## src/rtl/cla_seq_ctrl_if.sv

```systemverilog
// cla_seq_ctrl_if: operand/result valid-ready bundle shared by cla_seq_ctrl and its driver
interface cla_seq_ctrl_if #(
    parameter int DATA_WIDTH = 32
);
    logic                  in_valid;
    logic                  in_ready;
    logic [DATA_WIDTH-1:0] a;
    logic [DATA_WIDTH-1:0] b;
    logic                  ci;
    logic                  out_valid;
    logic                  out_ready;
    logic [DATA_WIDTH-1:0] s;
    logic                  co;
    modport master(output in_valid, a, b, ci, out_ready, input in_ready, out_valid, s, co);
    modport slave(input in_valid, a, b, ci, out_ready, output in_ready, out_valid, s, co);
endinterface

```

## src/rtl/cla_seq_ctrl.sv

```systemverilog
// cla_seq_ctrl: multi-cycle adder time-multiplexing one external CLA slice; CLA_SEQ_OVF_EN adds signed overflow output ovf
module cla_seq_ctrl #(
    parameter int DATA_WIDTH  = 32,
    parameter int SLICE_WIDTH = 4
) (
    input  logic                   clk,
    input  logic                   rst_n,
    cla_seq_ctrl_if.slave          bus,
    output logic                   busy,
    output logic [SLICE_WIDTH-1:0] slice_a,
    output logic [SLICE_WIDTH-1:0] slice_b,
    output logic                   slice_ci,
    input  logic [SLICE_WIDTH-1:0] slice_s,
    input  logic                   slice_co
`ifdef CLA_SEQ_OVF_EN
    ,
    output logic                   ovf
`endif
);
    localparam int NSLICE = DATA_WIDTH / SLICE_WIDTH;
    localparam int CNT_W = NSLICE > 1 ? $clog2(NSLICE) : 1;
    localparam logic [CNT_W-1:0] LAST = CNT_W'(NSLICE - 1);

    typedef enum logic [1:0] {IDLE, RUN, DONE} state_t;

    state_t                               state;
    state_t                               next;
    logic   [NSLICE-1:0][SLICE_WIDTH-1:0] a_q;
    logic   [NSLICE-1:0][SLICE_WIDTH-1:0] b_q;
    logic   [NSLICE-1:0][SLICE_WIDTH-1:0] s_q;
    logic   [CNT_W-1:0]                   idx;
    logic                                 carry_q;
    logic                                 co_q;
    logic                                 last;
    logic                                 accept;

    assign last   = idx == LAST;
    assign accept = state == IDLE && bus.in_valid;
    assign bus.s  = s_q;
    assign bus.co = co_q;

    always_ff @(posedge clk) state <= rst_n ? next : IDLE;

    always_comb begin
        next = state;
        case (state)
            IDLE:    next = bus.in_valid ? RUN : IDLE;
            RUN:     next = last ? DONE : RUN;
            DONE:    next = bus.out_ready ? IDLE : DONE;
            default: next = IDLE;
        endcase
        bus.in_ready  = state == IDLE;
        bus.out_valid = state == DONE;
        busy          = state != IDLE;
        slice_a       = state == RUN ? a_q[idx] : '0;
        slice_b       = state == RUN ? b_q[idx] : '0;
        slice_ci      = state == RUN && carry_q;
    end

    // the slice sum is combinational, so each RUN edge commits one slice and the ripple carry
    always_ff @(posedge clk) begin
        if (!rst_n) begin
            a_q     <= '0;
            b_q     <= '0;
            s_q     <= '0;
            idx     <= '0;
            carry_q <= 1'b0;
            co_q    <= 1'b0;
        end else if (accept) begin
            a_q     <= bus.a;
            b_q     <= bus.b;
            carry_q <= bus.ci;
            idx     <= '0;
        end else if (state == RUN) begin
            s_q[idx] <= slice_s;
            carry_q  <= slice_co;
            if (last) co_q <= slice_co;
            else idx <= idx + 1'b1;
        end
    end

`ifdef CLA_SEQ_OVF_EN
    always_ff @(posedge clk) begin
        if (!rst_n) ovf <= 1'b0;
        else if (state == RUN && last)
            ovf <= (a_q[NSLICE-1][SLICE_WIDTH-1] == b_q[NSLICE-1][SLICE_WIDTH-1]) &&
                   (slice_s[SLICE_WIDTH-1] != a_q[NSLICE-1][SLICE_WIDTH-1]);
    end
`endif
endmodule

```

## src/flat_wrapper.sv

```systemverilog
// flat-port wrapper written by rule: the top's interface ports become plain ports
module cla_seq_ctrl_flat 
#(
    parameter int DATA_WIDTH  = 32,
    parameter int SLICE_WIDTH = 4
)
  (clk, rst_n, busy, slice_a, slice_b, slice_ci, slice_s, slice_co, bus_in_valid, bus_a, bus_b, bus_ci, bus_out_ready, bus_in_ready, bus_out_valid, bus_s, bus_co);
  cla_seq_ctrl_if #(.DATA_WIDTH(DATA_WIDTH)) bus_i ();
  input  logic clk;
  input  logic rst_n;
  output logic busy;
  output logic [SLICE_WIDTH-1:0] slice_a;
  output logic [SLICE_WIDTH-1:0] slice_b;
  output logic slice_ci;
  input  logic [SLICE_WIDTH-1:0] slice_s;
  input  logic slice_co;
  input wire logic [$bits(bus_i.in_valid)-1:0] bus_in_valid;
  input wire logic [$bits(bus_i.a)-1:0] bus_a;
  input wire logic [$bits(bus_i.b)-1:0] bus_b;
  input wire logic [$bits(bus_i.ci)-1:0] bus_ci;
  input wire logic [$bits(bus_i.out_ready)-1:0] bus_out_ready;
  output wire logic [$bits(bus_i.in_ready)-1:0] bus_in_ready;
  output wire logic [$bits(bus_i.out_valid)-1:0] bus_out_valid;
  output wire logic [$bits(bus_i.s)-1:0] bus_s;
  output wire logic [$bits(bus_i.co)-1:0] bus_co;
  assign bus_i.in_valid = bus_in_valid;
  assign bus_i.a = bus_a;
  assign bus_i.b = bus_b;
  assign bus_i.ci = bus_ci;
  assign bus_i.out_ready = bus_out_ready;
  assign bus_in_ready = bus_i.in_ready;
  assign bus_out_valid = bus_i.out_valid;
  assign bus_s = bus_i.s;
  assign bus_co = bus_i.co;
  cla_seq_ctrl #(.DATA_WIDTH(DATA_WIDTH), .SLICE_WIDTH(SLICE_WIDTH)) u_core (.clk(clk), .rst_n(rst_n), .bus(bus_i), .busy(busy), .slice_a(slice_a), .slice_b(slice_b), .slice_ci(slice_ci), .slice_s(slice_s), .slice_co(slice_co));
endmodule
```

## config.mk

```make
export PLATFORM = sky130hd
export DESIGN_NAME = cla_seq_ctrl_flat
export DESIGN_NICKNAME = d
export VERILOG_FILES = /design/src/rtl/cla_seq_ctrl_if.sv /design/src/rtl/cla_seq_ctrl.sv /design/src/flat_wrapper.sv
export SDC_FILE = /design/constraint.sdc
export NUM_CORES = 1
export LEC_CHECK = 0
export CAP_MARGIN = 20
export CORE_ASPECT_RATIO = 1.2
export CORE_MARGIN = 2
export CORE_UTILIZATION = 45
export DETAILED_ROUTE_END_ITERATION = 6
export PLACE_DENSITY_LB_ADDON = 0.15
export SETUP_SLACK_MARGIN = 0.5
export SLEW_MARGIN = 10
export SYNTH_ARGS = -nofsm -noshare
export SYNTH_HDL_FRONTEND = slang
export SYNTH_SLANG_ARGS = --single-unit
```

## constraint.sdc

```tcl
create_clock -name clk -period 1.6 [get_ports clk]
set_input_delay 0.16 -clock clk [delete_from_list [all_inputs] [get_ports clk]]
set_output_delay 0.16 -clock clk [all_outputs]
set_load 0.02 [all_outputs]
```

==> run_results.csv, run 1 <==
group,metric,value,unit
outcome,status,"complete, but fails checks",
outcome,violations,"setup timing",
setup_path,start_kind,"flop",
placement,port_buffers,118,
run,cap_violations,0,
drt,first_pass_iters,5,
global_routing,grt_max_degree,44,
layout,syn2layout_area_growth,67.4,%
timing,max_slew.worst_pin.slew,0.415,ns
timing,finalSetupViolCount,32,
die,start_util,46.0,%
global_routing,overflow,0,
layout,seqCellArea,0.00208,mm²
setup_path,cp.arrival,1.79,ns
synth,ys_seq_area_share,45.0,%
cts,cts_htree_levels,3,
layout,drive_above_1_share,42.8,%
layout,antenna_cells,0,
layout,num-fill-cells,641,
die,die_area,0.0110,mm²
layout,postLayoutCoreUtil,77.0,%
layout,layout.nets,770,
global_routing,grtUsageTotal,26.5,%
timing,hold_viol_final,0,
setup_path,cp_slowest_stage_delay,0.37,ns
die,fp.dieW,96.1,µm
timing,maxSlewHeadroom,72.3,%
cts,clk_root_buffer_cell,"clkbuf_16",
setup_path,worst-path-max-fanout,7,
pwr,power-per-cell-area,794,mW/mm²
die,core,0.00996,mm²
placement,place.gp.congestion,0.870,
synth,yosysTopAreaCellShare,45.0,%
cts,ctsHoldBuffers,0,
drt,antenna_left,0,
setup_path,cpMostUsedCell,"buf_6",
pwr,ir_worst_vdd,553,µV
die,rows,40,
synth,yosysUniqueCellTypes,39,
hold_path,holdCritPathClass,"input pin to flop",
setup_path,path_class,"flop to output port",
cts,insertion_delay,0.35,ns
setup_path,required,1.44,ns
setup_path,cp-end-kind,"output port",
synth,yosysTopAreaCell,"dfxtp_1",
drt,wl_per_cell,18.2,µm
timing,fin_skew,0.00574,ns
synth,post-synth-top-count-cell,"nand2_1",
synth,async_flop_share,0,%
synth,synthesis.instances,526,
synth,yosys-top-cells-count,"155 x nand2_1, 103 x dfxtp_1, 75 x a21boi_0",
drt,drc,0,
global_routing,grt_pass1_vias,4443,
setup_path,cpMaxStageDelayCell,"dfxtp_4",
synth,netlist_area,0.00458,mm²
cts,cts_tree,"done",
die,die_y,115,µm
timing,rsz0062_at_grt,"true",
synth,yosysWarnings,0,
layout,multiInputGateArea,0.00300,mm²
drt,drt-initial-drc-count,187,
timing,post-route-min-period,1.95,ns
global_routing,grt_pass1_wl,22200,µm
drt,via_per_inst,5.36,
die,io_pins,119,
synth,synth_ff_type,"dfxtp_1",
setup_path,path_cells,"buf_6, buf_4, nand2b_1, a21o_1, a31oi_1, o21a_2, buf_6",
drt,totalWireLength,15000,µm
timing,finalMaxSlewViolations,0,
cts,clkTransAtPathRegs,0.07,ns
synth,ys_ff_latch,103,
synth,synthesis.nets,602,
global_routing,antenna_found_initial,0,
timing,worst_slack,-0.346,ns
drt,vias,4426,
cts,cts_sinks,103,
pwr,leakage,3.17,nW
cts,cts_buffers,9,
cts,cts_buffer_depth,2,
placement,dp_hpwl,8810,µm
placement,post-place-ws,-0.382,ns
timing,fin_crit_sh,122,%
timing,fmax,514,MHz
synth,synth.area.top_cells,"dfxtp_1 45%, nand2_1 13%, a21boi_0 12%",
synth,synth_edf_count,0,
synth,syn_avg_cell_area,8.71,µm²
==> critical path: cells and delay by family, from the launching register on <==
kind,cells,cell delay (ns)
AO/OA/AOI/OAI,3,0.53
buffers and inverters,3,0.40
flip-flops,1,0.37
AND/OR/NAND/NOR,1,0.14
==> sequential cells by signal, summed over array words and instances (netlist names) <==
register and cells:
u_core.bus.co 1, u_core.state 2, u_core.a_q 32, u_core.b_q 32, u_core.bus.s 32, u_core.carry_q 1
u_core.idx 3
==> where the power goes <==
part	total [mW]	switching, mW	internal (mW)	leakage (nW)
Combinational	1.23	0.545	0.682	2.19
Clock	2.11	0.998	1.11	0.134
Sequential	2.75	0.0807	2.67	0.844
Total	6.09	1.62	4.46	3.17
==> through the flow <==
stage          hold slack (ns)  total power, mW  instances  instance area (µm²)  setup TNS (ns)
2_1_floorplan            0.295             3.21        526                 4790               0
3_3_place_gp             0.444             3.54        760                 6140           -3.04
3_5_place_dp             0.444             3.56        760                 6140           -3.29
4_1_cts                  0.267             5.94        811                 7250           -2.60
5_1_grt                  0.297             6.26        825                 7670           -6.34
6_report                 0.268             6.09        825                 7670           -3.53
==> cell usage in the layout (no fill, tap or decap), types with 20 or more instances in the layout <==
| cell type | n |
|---|---|
| dfxtp_1 | 98 |
| nand2_4 | 36 |
| buf_2 | 36 |
| a21boi_1 | 43 |
| mux2i_1 | 27 |
| a21boi_2 | 35 |
| nand2_1 | 80 |
| buf_6 | 40 |
| nor2b_1 | 20 |
| clkdlybuf4s50_1 | 72 |
| buf_4 | 21 |
| nand2_2 | 38 |
==> path summary, 6_finish.rpt <==
path,start,endpoint,slack [ns],cells after the start
max,u_core.idx[0],slice_a[1],-0.35,7
min reg2reg,u_core.b_q[23],u_core.b_q[23],0.45,2
max reg2reg,u_core.idx[0],u_core.bus.s[18],-0.21,8
min,rst_n,u_core.b_q[5],0.27,2
==> metal layers <==
| layer | up-vias | track usage, % | routed length [µm] |
|---|---|---|---|
| met2 | 148 | 48.5 | 7950 |
| met3 | 34 | 3.69 | 637 |
| met5 | - | 0 | 0 |
| li1 | 2120 | - | - |
| met4 | 0 | 9.43 | 397 |
| met1 | 2124 | 30.9 | 6000 |
==> cells by family (layout without fill, tap and decap cells) <==
family	Yosys count	in the layout	synth area share, %
multiplexers	34	34	8.58
adder cells (fa/ha/maj)	2	2	0.546
flip-flops	103	103	45.0
XOR/XNOR	1	1	0.191
AO/OA/AOI/OAI	123	123	19.2
buffers and inverters	44	216	5.27
AND/OR/NAND/NOR	219	220	21.2
==> area by class of cell <==
class	count	area share, %
multi-input combinational	380	39.2
sequential	103	27.1
timing repair buffer	198	27.8
clock buffer	11	3.17
inverter	2	0.0979
clock inverter	5	0.539
tap	126	2.06
==> timing repair <==
item                                    4_1_cts  5_1_grt
hold endpoints to repair                      0        0
endpoints found under the setup margin      148      123
pin swaps                                    49       59
gates resized for setup                     341       90
setup buffers                                27       13
cloned                                        8        1
Power figures use the tool's default switching activity.
==> run 2, diff against run 1 <==
--- a/config.mk
+++ b/config.mk
@@ -11,7 +11,9 @@
 export CORE_UTILIZATION = 45
 export DETAILED_ROUTE_END_ITERATION = 6
 export PLACE_DENSITY_LB_ADDON = 0.15
+export RECOVER_POWER = 25
 export SETUP_SLACK_MARGIN = 0.5
+export SKIP_LAST_GASP = 1
 export SLEW_MARGIN = 10
 export SYNTH_ARGS = -nofsm -noshare
 export SYNTH_HDL_FRONTEND = slang
==> run 2 against run 1 <==
Effect of this change:
- the run still ends with setup timing left
- core utilization is 0.50 points lower
- clock skew about the same
- non-clock buffer count down 3
- hold slack improved by 0.0074 ns
- power up 0.26%
- critical path type unchanged
- sequential share of layout area increased by 0.18 points
- flip-flop and latch count unchanged
- maximum frequency is 0.84% lower
- combinational power about the same
- setup slack got worse by 0.016 ns
- clock power about the same
- final cell count decreased by 0.36%
==> run_results.csv, run 2 (synthesis gave the netlist of run 1 again) <==
group,metric,value,unit
outcome,status,"complete, but fails checks",
outcome,violations,"setup timing",
timing,hold-worst-slack,0.276,ns
cts,cts_buffers,9,
pwr,p_comb_share,20.1,%
drt,drt-initial-drc-count,222,
die,start_util,46.0,%
drt,vias,4449,
global_routing,antenna_found_initial,0,
timing,fmax,510,MHz
drt,antenna_left,0,
timing,finalMaxSlewViolations,0,
setup_path,worst_r2r_path_depth,8,
setup_path,start_kind,"flop",
pwr,p_sw,1.65,mW
timing,fin_setup_tns,-4.69,ns
cts,cts_sinks,103,
setup_path,worst-path-max-fanout,5,
timing,fin_skew,0.00564,ns
drt,first_pass_iters,5,
die,core,0.00996,mm²
layout,postLayoutCoreUtil,76.5,%
layout,multiInputGateArea,0.00301,mm²
layout,most-common-layout-cells,"98 x dfxtp_1, 94 x nand2_1, 72 x clkdlybuf4s50_1, 47 x nand2_4, 47 x a21boi_1",
pwr,clockPowerShare,34.9,%
pwr,ir_worst_vdd,517,µV
die,die_area,0.0110,mm²
timing,max_slew.worst_pin.slew,0.445,ns
drt,wl_per_cell,18.7,µm
cts,clkTransAtPathRegs,0.07,ns
cts,clk_root_buffer_cell,"clkbuf_16",
die,rows,40,
cts,insertion_delay,0.35,ns
setup_path,cp-end-kind,"output port",
global_routing,grtUsageTotal,25.9,%
layout,seqCellArea,0.00208,mm²
placement,dp_hpwl,8810,µm
layout,layout.nets,767,
pwr,power-per-cell-area,801,mW/mm²
layout,antenna_cells,0,
setup_path,path_class,"flop to output port",
cts,cts_buffer_depth,2,
timing,maxSlewHeadroom,70.2,%
cts,cts_htree_levels,3,
cts,cts_tree,"done",
die,die_y,115,µm
cts,ctsHoldBuffers,0,
pwr,swShare,27.0,%
hold_path,holdCritPathClass,"input pin to flop",
die,fp.dieW,96.1,µm
setup_path,cp.arrival,1.80,ns
layout,drive_above_1_share,37.1,%
placement,port_buffers,118,
layout,syn2layout_area_growth,66.3,%
layout,final_common_cell,"dfxtp_1",
global_routing,grt_pass1_wl,21700,µm
timing,post-route-min-period,1.96,ns
setup_path,required,1.44,ns
global_routing,grt_pass1_vias,4354,
pwr,p_int,4.46,mW
pwr,leakage,3.11,nW
layout,num-fill-cells,644,
placement,post-place-ws,-0.382,ns
hold_path,whs_path_depth,2,
placement,place.gp.congestion,0.870,
timing,rsz0062_at_grt,"true",
drt,totalWireLength,15400,µm
timing,finalSetupViolCount,61,
die,io_pins,119,
run,cap_violations,0,
global_routing,overflow,0,
pwr,pwr-share-seq,45.0,%
global_routing,grt_max_degree,44,
drt,via_per_inst,5.41,
timing,hold_viol_final,0,
timing,worst_slack,-0.362,ns
drt,drc,0,
timing,fin_crit_sh,123,%
## run 2: cell types whose count changed in the layout (fill, tap and decap cells not counted), moves of 3 or more
cell	before	now
nand2_2	38	14
buf_2	36	15
clkbuf_1	1	22
nand2_1	80	94
nand2_4	36	47
a21boi_1	43	47
a21boi_2	35	31
buf_6	40	37
nand3_1	9	6
nand3_2	1	4
## run 2: cell type report
type,instances,share of cell area (%)
clock buffers,11,3.19
clock inverters,5,0.542
inverters,2,0.0986
multi-input cells,380,39.5
flip-flops and latches,103,27.3
well taps,126,2.07
repair buffers,195,27.3
## run 2: worst max-delay path, stage by stage (launching register included)
cell and delay [ns]:
dfxtp_4 0.37, buf_6 0.14, and2_4 0.14, buf_6 0.13, a221oi_2 0.26, a21oi_1 0.07, o21a_2 0.22, buf_6 0.13
## run 2: timing repair
action,in CTS,in global routing
endpoints found under the setup margin,148,123
gates resized for setup,289,133
pin swaps,49,104
cloned,8,1
buffers inserted,27,10
## run 2: path summary, 6_finish.rpt
path	start	endpoint	slack [ns]
hold reg to reg	u_core.b_q[30]	u_core.b_q[30]	0.46
setup / recovery	u_core.idx[0]	slice_a[2]	-0.36
hold / removal	rst_n	u_core.b_q[5]	0.28
setup reg to reg	u_core.idx[0]	u_core.bus.s[19]	-0.19
## run 2: power by group through the flow
stage	logic, mW	clock network [mW]	registers, mW
CTS	1.03	2.13	2.74
detailed placement	0.759	0	2.80
global placement	0.743	0	2.80
floorplan	0.425	0	2.78
global route	1.29	2.22	2.75
finish	1.23	2.13	2.75
## run 2: per-layer routing
layer | wire [µm] | share of wire [%] | global-route usage, %
met2 | 8070 | 53 | 46.1
met5 | 0 | 0 | 0
met4 | 514 | 3.3 | 11.3
met3 | 828 | 5.4 | 4.74
met1 | 5950 | 39 | 29.6
## run 2: stage by stage
stage	instance area (µm²)	total power, mW	std cells
2_1_floorplan	4790	3.21	526
4_1_cts	7110	5.89	811
5_1_grt	7620	6.27	822
3_3_place_gp	6140	3.54	760
3_5_place_dp	6140	3.56	760
6_report	7620	6.10	822
==> run 3, diff against run 2 <==
--- a/config.mk
+++ b/config.mk
@@ -8,7 +8,7 @@
 export CAP_MARGIN = 20
 export CORE_ASPECT_RATIO = 1.2
 export CORE_MARGIN = 2
-export CORE_UTILIZATION = 45
+export CORE_UTILIZATION = 40
 export DETAILED_ROUTE_END_ITERATION = 6
 export PLACE_DENSITY_LB_ADDON = 0.15
 export RECOVER_POWER = 25
==> run 3 against run 2 <==
Effect of this change:
- the run still ends with setup timing left
- critical path type unchanged
- largest cell class unchanged
- first-iteration DRC count is 31% higher
- maximum frequency is 0.40% higher
- routed wire length is 24% higher
- global-route usage is 0.28 points higher
- final cell count is 6.4% higher
==> run_results.csv, run 3 (synthesis gave the netlist of run 1 again) <==
group,metric,value,unit
global_routing,antenna_found_initial,0,
cts,ctsHoldBuffers,0,
timing,maxSlewHeadroom,66.2,%
drt,totalWireLength,19100,µm
global_routing,overflow,0,
drt,drc,0,
layout,num-fill-cells,675,
hold_path,holdCritPathClass,"input pin to flop",
placement,dp_hpwl,8770,µm
timing,fmax,512,MHz
cts,cts_buffers,9,
die,io_pins,119,
setup_path,cp-end-kind,"output port",
drt,vias,4816,
placement,place.gp.congestion,0.794,
setup_path,critPathBufInv,2,
timing,fin_skew,0.0152,ns
setup_path,worst-path-max-fanout,7,
timing,hold_viol_final,0,
pwr,leakage,3.52,nW
cts,clkTransAtPathRegs,0.08,ns
setup_path,path_class,"flop to output port",
die,die_y,121,µm
setup_path,cpMostUsedCell,"buf_6",
die,fp.dieW,102,µm
setup_path,cpMaxStageDelayCell,"dfxtp_4",
drt,via_per_inst,5.50,
outcome,violations,"setup timing",
layout,layout.nets,792,
cts,cts_buffer_depth,2,
layout,most-common-layout-cells,"98 x dfxtp_1, 71 x nand2_4, 71 x clkdlybuf4s50_1, 52 x nand2_1, 50 x buf_6",
layout,syn2layout_area_growth,86.9,%
cts,clk_root_buffer_cell,"clkbuf_16",
global_routing,grtUsageTotal,26.2,%
layout,drive_above_1_share,49.1,%
die,start_util,41.3,%
pwr,power-per-cell-area,767,mW/mm²
setup_path,path_cells,"buf_6, mux2i_1, o22ai_2, o31a_1, buf_6",
cts,cts_tree,"done",
die,rows,42,
setup_path,cp_slowest_stage_delay,0.41,ns
outcome,status,"complete, but fails checks",
timing,fin_crit_sh,122,%
layout,final_common_cell,"dfxtp_1",
setup_path,start_kind,"flop",
placement,post-place-ws,-0.356,ns
timing,max_slew.worst_pin.slew,0.506,ns
cts,insertion_delay,0.35,ns
pwr,ir_worst_vdd,514,µV
global_routing,grt_pass1_vias,4772,
die,die_area,0.0123,mm²
drt,wl_per_cell,21.8,µm
setup_path,required,1.44,ns
timing,post-route-min-period,1.95,ns
timing,rsz0062_at_grt,"true",
drt,first_pass_iters,5,
layout,antenna_cells,0,
setup_path,critPathTopFamily,"compound AO/OA/AOI/OAI gates",
drt,drt-initial-drc-count,290,
drt,antenna_left,0,
setup_path,cp.arrival,1.79,ns
die,core,0.0111,mm²
timing,finalSetupViolCount,36,
timing,finalMaxSlewViolations,0,
placement,port_buffers,118,
run,cap_violations,0,
placement,placed_cell_area,0.00618,mm²
cts,cts_htree_levels,3,
cts,cts_sinks,103,
global_routing,grt_max_degree,102,
layout,final_area,0.00856,mm²
global_routing,grt_pass1_wl,24600,µm
timing,worst_slack,-0.355,ns
[run 3: cell count changes in the layout (fill, tap and decap cells not counted), moves of 14 or more]
cell / delta
nand2_4: +24
a21boi_1: -14
nand2_2: +15
a21boi_2: +14
nand2_1: -42
[run 3: cell type report]
type / instances / area, µm² / area share [%]
Timing Repair Buffer: 220 / 2520 / 29.5
Sequential cell: 103 / 2080 / 24.3
Inverter: 2 / 7.51 / 0.0877
Clock inverter: 6 / 51.3 / 0.599
Tap cell: 154 / 193 / 2.25
Multi-Input combinational cell: 380 / 3450 / 40.4
Clock buffer: 10 / 250 / 2.92
[run 3: power by group]
group	internal, mW	total (mW)	switching, mW	leakage [nW]
sequential	2.67	2.80	0.136	0.844
combinational	0.842	1.51	0.667	2.52
clock	1.18	2.26	1.08	0.150
total	4.68	6.57	1.89	3.52
[run 3: per-layer routing]
| metal | global-route usage, % | vias up | wire (µm) |
|---|---|---|---|
| li1 | - | 2176 | - |
| met1 | 27.8 | 2355 | 6550 |
| met2 | 48.4 | 220 | 10500 |
| met3 | 4.49 | 65 | 1050 |
| met4 | 13.3 | 0 | 1010 |
| met5 | 0 | - | 0 |
[run 3: worst register-to-register path, cell delays in order (launching register included)]
cell and delay [ns]:
dfxtp_4 0.37, buf_8 0.14, buf_6 0.12, nand2b_4 0.18, buf_6 0.13, buf_6 0.12
or3_4 0.43, mux2i_1 0.18, nor2b_1 0.06
[run 3: final timing paths]
| check | startpoint | end | slack, ns | depth (start not counted) |
|---|---|---|---|---|
| min | rst_n | u_core.b_q[9] | 0.34 | 3 |
| min reg2reg | u_core.bus.s[30] | u_core.bus.s[30] | 0.47 | 2 |
| max | u_core.idx[1] | slice_a[0] | -0.35 | 5 |
| max reg2reg | u_core.idx[0] | u_core.bus.s[18] | -0.25 | 8 |
[run 3: through the flow]
| stage | hold slack (ns) | std cells | power, mW | util (%) | TNS, ns |
|---|---|---|---|---|---|
| 6_report | 0.336 | 875 | 6.57 | 77.2 | -3.63 |
| 5_1_grt | 0.351 | 875 | 6.75 | 77.2 | -5.69 |
| 4_1_cts | 0.338 | 860 | 6.21 | 69.6 | -2.19 |
| 3_5_place_dp | 0.450 | 789 | 3.56 | 55.7 | -3.19 |
| 3_3_place_gp | 0.444 | 789 | 3.55 | 55.7 | -2.83 |
| 2_1_floorplan | 0.295 | 526 | 3.21 | - | 0 |
[run 3: what timing repair did]
action	4_1_cts	5_1_grt
buffers inserted	34	15
cloned	21	0
pin swaps	95	94
endpoints found under the setup margin	148	120
resized for setup	355	204
